`src/rtl/program_counter.sv`:
```
// Instruction-fetch program counter: increment, absolute jump, or signed relative branch,
// with a one-edge warm-up bubble after every reset so fetch starts from a settled address.
module program_counter #(
  parameter int                 WIDTH        = 8,
  parameter logic [WIDTH-1:0]   RESET_VECTOR = '0,
  parameter int                 OFFSET_W     = WIDTH
) (
  input  logic                       clk,
  input  logic                       reset,
  input  logic                       enable_increment,
  input  logic                       load_en,
  input  logic [WIDTH-1:0]           load_addr,
  input  logic                       branch_en,
  input  logic signed [OFFSET_W-1:0] branch_off,
  input  logic                       stall,
  output logic [WIDTH-1:0]           pc,
  output logic [WIDTH-1:0]           pc_plus1,
  output logic                       pc_valid
);

  logic             warm;
  logic [WIDTH-1:0] pc_next;

  // Sign-extend the offset to the combined width so either operand may be the wider one;
  // the sum is taken modulo 2^WIDTH by keeping only the low bits.
  function automatic logic [WIDTH-1:0] add_offset(
    input logic [WIDTH-1:0]           base,
    input logic signed [OFFSET_W-1:0] off
  );
    logic signed [WIDTH+OFFSET_W-1:0] base_ext;
    logic signed [WIDTH+OFFSET_W-1:0] off_ext;
    logic signed [WIDTH+OFFSET_W-1:0] sum;
    base_ext = {{OFFSET_W{1'b0}}, base};
    off_ext  = {{WIDTH{off[OFFSET_W-1]}}, off};
    sum      = base_ext + off_ext;
    return sum[WIDTH-1:0];
  endfunction

  assign pc_plus1 = pc + WIDTH'(1);

  always_comb begin
    pc_next = pc;
    if (warm && !stall) begin
      if (load_en)               pc_next = load_addr;
      else if (branch_en)        pc_next = add_offset(pc, branch_off);
      else if (enable_increment) pc_next = pc_plus1;
    end
  end

  // Register stage: warm gates the update above, so the first edge after reset holds pc.
  always_ff @(posedge clk) begin
    if (reset) begin
      pc       <= RESET_VECTOR;
      warm     <= 1'b0;
      pc_valid <= 1'b0;
    end else begin
      pc       <= pc_next;
      warm     <= 1'b1;
      pc_valid <= 1'b1;
    end
  end

endmodule

```
`config.mk`:
```
export PLATFORM = sky130hd
export DESIGN_NAME = program_counter
export DESIGN_NICKNAME = d
export VERILOG_FILES = /design/src/rtl/program_counter.sv
export SDC_FILE = /design/constraint.sdc
export NUM_CORES = 1
export LEC_CHECK = 0
export ABC_AREA = 1
export CORE_MARGIN = 2
export CORE_UTILIZATION = 39
export CTS_CLUSTER_SIZE = 25
export DETAILED_ROUTE_END_ITERATION = 8
export GPL_TIMING_DRIVEN = 0
export PLACE_DENSITY_LB_ADDON = 0.1
export SLEW_MARGIN = 20
export SYNTH_ARGS = -nofsm -noshare
export SYNTH_HDL_FRONTEND = slang
export SYNTH_SLANG_ARGS = --single-unit
```
`constraint.sdc`:
```
create_clock -name clk -period 1.65 [get_ports clk]
set_input_delay 0.33 -clock clk [delete_from_list [all_inputs] [get_ports clk]]
set_output_delay 0.33 -clock clk [all_outputs]
set_load 0.02 [all_outputs]
```
==> results of run 1 <==
[cell usage after synthesis]
| library cell | n | area (um2) |
|---|---|---|
| nand2_1 | 40 | 150.1 |
| inv_1 | 24 | 90.09 |
| a21oi_1 | 15 | 75.07 |
| nand3_1 | 11 | 55.05 |
| dfxtp_1 | 9 | 180.2 |
| nor2_1 | 9 | 33.78 |
| o21ai_0 | 9 | 45.04 |
| ha_1 | 8 | 100.1 |
| nand3_2 | 3 | 30.03 |
| o211ai_1 | 3 | 22.52 |
| or2_2 | 3 | 18.77 |
| xnor2_1 | 3 | 26.28 |
| xor2_1 | 3 | 26.28 |
| a31oi_1 | 1 | 6.260 |
| and2_1 | 1 | 6.260 |
| buf_2 | 1 | 5.000 |
| buf_6 | 1 | 11.26 |
| fa_1 | 1 | 20.02 |
| inv_2 | 1 | 3.750 |
| nand3b_1 | 1 | 7.510 |
| nand4_1 | 1 | 6.260 |
| nor2_2 | 1 | 6.260 |
| nor3_1 | 1 | 5.000 |
| nor3_4 | 1 | 16.27 |
| or2_0 | 1 | 6.260 |
| or2_1 | 1 | 6.260 |
[cell type report]
class                      count  area share (%)
buffer                         2          0.9841
timing repair buffer          47           27.55
tap                           28           2.120
inverter                      25           5.678
sequential                     9           12.19
clock buffer                   4           1.590
multi-input combinational    117           49.89
[registers in the layout (all words and copies together) (netlist names)]
register / count
warm: 1
pc: 8
[per-stage QoR]
step	setup WS [ps]	power (uW)	utilization (%)
6_report	-46.09	850.3	72.62
5_1_grt	-117.8	911.5	72.62
4_1_cts	-103.7	776.9	64.54
3_5_place_dp	-557.7	605.0	60.80
3_3_place_gp	-502.2	598.0	60.80
2_1_floorplan	-50.67	456.2	-
[worst min-delay path: stages (launching register included)]
cell and delay (ps):
dfxtp_1 350, nand2_1 80, a21oi_1 60
[power by group through the flow]
stage | Sequential (uW) | Combinational, uW | Clock (uW)
2_1_floorplan | 274 | 182 | 0
3_3_place_gp | 263 | 335 | 0
3_5_place_dp | 264 | 341 | 0
4_1_cts | 257 | 348 | 171
5_1_grt | 263 | 457 | 192
6_report | 260 | 415 | 175
[routing by layer]
| metal | global-route usage, % | wire length [um] |
|---|---|---|
| met1 | 24.07 | 1259 |
| met2 | 39.71 | 1623 |
| met3 | 4.722 | 123 |
| met4 | 2.564 | 0 |
| met5 | 0 | 0 |
[how the worst max path moves through the flow]
stage | startpoint | endpoint | slack (ps) | depth (start not counted)
after detailed placement | branch_off[0] | pc[6] | -560 | 11
after floorplan | pc[1] | pc[4] | -50 | 6
final | pc[0] | pc_plus1[5] | -50 | 6
after global routing | branch_off[6] | pc[7] | -120 | 12
after global placement | branch_off[0] | pc[6] | -500 | 10
after CTS | pc[1] | pc_plus1[6] | -100 | 5
[cells by family (layout without fill, tap and decap cells)]
| kind of cell | count (synthesis) | after routing | synth area share, % |
|---|---|---|---|
| simple gates | 74 | 74 | 36.25 |
| compound gates | 28 | 28 | 15.51 |
| buf+inv | 27 | 78 | 11.47 |
| fa+ha+maj | 9 | 9 | 12.52 |
| flops | 9 | 9 | 18.77 |
| xor+xnor | 6 | 6 | 5.477 |
[layout by cell type, fill, tap and decap left out, types with 6 or more instances in the layout]
cell / netlist / final
clkdlybuf4s50_1: 0 / 21
nand3_1: 11 / 8
o21ai_0: 9 / 8
nor2_1: 9 / 8
dlymetal6s2s_1: 0 / 6
buf_4: 0 / 8
nand2_1: 40 / 36
a21oi_1: 15 / 12
inv_1: 24 / 20
[what timing repair did]
action                                  in CTS  in global routing
pin swaps                                    6                 17
endpoints found under the hold margin        0                  0
endpoints found under the setup margin      18                 15
buffers inserted                             2                  7
hold buffers                                 0                  0
gates resized for setup                     51                 33
cloned                                       0                  0
==> impl_metrics.tcl, run 1 <==
set metrics [dict create \
    status "finished with violations" \
    failed_checks "setup timing" \
    ir_worst_vdd_v 0.0005452 \
    fin_setup_tns_ps -113.6 \
    num-fill-cells 184 \
    p_per_area_nw_per_um2 514.4 \
    die_w_um 53.61 \
    yosysWarnings 0 \
    wirelength_um 3007 \
    worstReg2RegEnd "pc[4]" \
    hold_violations 0 \
    regArea_um2 201.4 \
    grt_pass1_wl_um 4505 \
    hold_path_class "reg2reg" \
    fin_crit_ps 1696 \
    drv_cap 0 \
    viasPerCell 5.254 \
    dieArea_um2 2874 \
    synth.distinct_cells 26 \
    antenna_cells 0 \
    ys_seq_area_share_pct 18.77 \
    htreeDepth 1 \
    tightest_slew_ps 341.9 \
    slowest_stage "dfxtp_4" \
    design_area_um2 1653 \
    gp_congestion 0.7797 \
    numCtsBuffers 3 \
    rsz0062_at_grt "true" \
    hold_end "pc[7]" \
    cp_top_family "simple AND/OR/NAND/NOR gates" \
    worstHoldPathCells 2 \
    r2r_cells 9 \
    skew_ps 6.779 \
    post_dp_cell_area_um2 1384 \
    cp_num_buf_inv 1 \
    clkLatencyLatePin_ps 260 \
    reg2reg_from "pc[0]" \
    crit_required_ps 1320 \
    setup_viol 3 \
    critPathArrivalTime_ps 1370 \
    ant_nets 0 \
    drt_first_pass_iters 4 \
    fin_nets 236 \
    grt_pass1_vias 1128 \
    grt_usage_pct 20.84 \
    cts.reportedPaths.clkPinSlew_ps 70 \
    path_cells "nand3_4 > nor2_2 > nand2_1 > or2_1 > nand2_2 > buf_6" \
    crit_type "reg2out" \
    ctsLongestPathBuffers 2 \
    synth_area_um2 959.7 \
    rows 17 \
    power_frac_comb_pct 48.8 \
    area_growth_pct 72.23 \
    synthCells 153 \
    period_share_pct 102.8 \
    place_hpwl_um 2062 \
    cts_root_buf "clkbuf_4" \
    cp_max_fo 6 \
    drc 0 \
    fmax_mhz 589.6 \
    io_buffers 38 \
    synth_fp_nets 184 \
    fin_cells 232 \
    slew_violations 0 \
    layout_setup_ws_ps -46.09 \
    p_leak_uw 0.0008112 \
    power.switching_uw 318.0 \
    cp-end-kind "primary output" \
    antenna_found_initial 0 \
    ys_ff_latch 9 \
    avgSynthCellArea_um2 6.272 \
    place_inst 219 \
    grt_max_degree 11 \
    hp-start "pc[7]" \
    rrSetupSlack_ps -20 \
    whs_ps 536.6 \
    die_y_um 53.61 \
    first_iter_violations 21 \
    num_vias 1219 \
    relSlewSlack_pct 77.03 \
    cts_tree "yes" \
    post_drt_wl_per_cell_um 12.96 \
    gr-total-overflow 0 \
    seqPwrFrac_pct 30.6 \
    multi_input_area_um2 824.5 \
    core-area_um2 2276 \
    intPower_uw 532.3 \
    drive_above_1_share_pct 29.90 \
    cts_sinks 9 \
    critPathLaunchType "flop" \
    start_util_pct 42.17 \
    cpPeakStageDelay_ps 420 \
    switching_share_pct 37.39 \
    pin_count 39 \
    clockPowerShare_pct 20.6 \
]
Note: power is estimated with default switching activity, not from simulation.
==> run 2: changes to the inputs <==
--- a/config.mk
+++ b/config.mk
@@ -8,11 +8,9 @@
 export ABC_AREA = 1
 export CORE_MARGIN = 2
 export CORE_UTILIZATION = 39
-export CTS_CLUSTER_SIZE = 25
 export DETAILED_ROUTE_END_ITERATION = 8
 export GPL_TIMING_DRIVEN = 0
 export PLACE_DENSITY_LB_ADDON = 0.1
-export SLEW_MARGIN = 20
 export SYNTH_ARGS = -nofsm -noshare
 export SYNTH_HDL_FRONTEND = slang
 export SYNTH_SLANG_ARGS = --single-unit
==> results of run 2 <==
Same layout as run 1: the final DEF is identical, and so are final timing and power.
==> run 3: changes to the inputs <==
--- a/config.mk
+++ b/config.mk
@@ -6,6 +6,7 @@
 export NUM_CORES = 1
 export LEC_CHECK = 0
 export ABC_AREA = 1
+export ABC_CLOCK_PERIOD_IN_PS = 1650
 export CORE_MARGIN = 2
 export CORE_UTILIZATION = 39
 export DETAILED_ROUTE_END_ITERATION = 8
==> results of run 3 <==
Same layout as run 1: the final DEF is identical, and so are final timing and power.
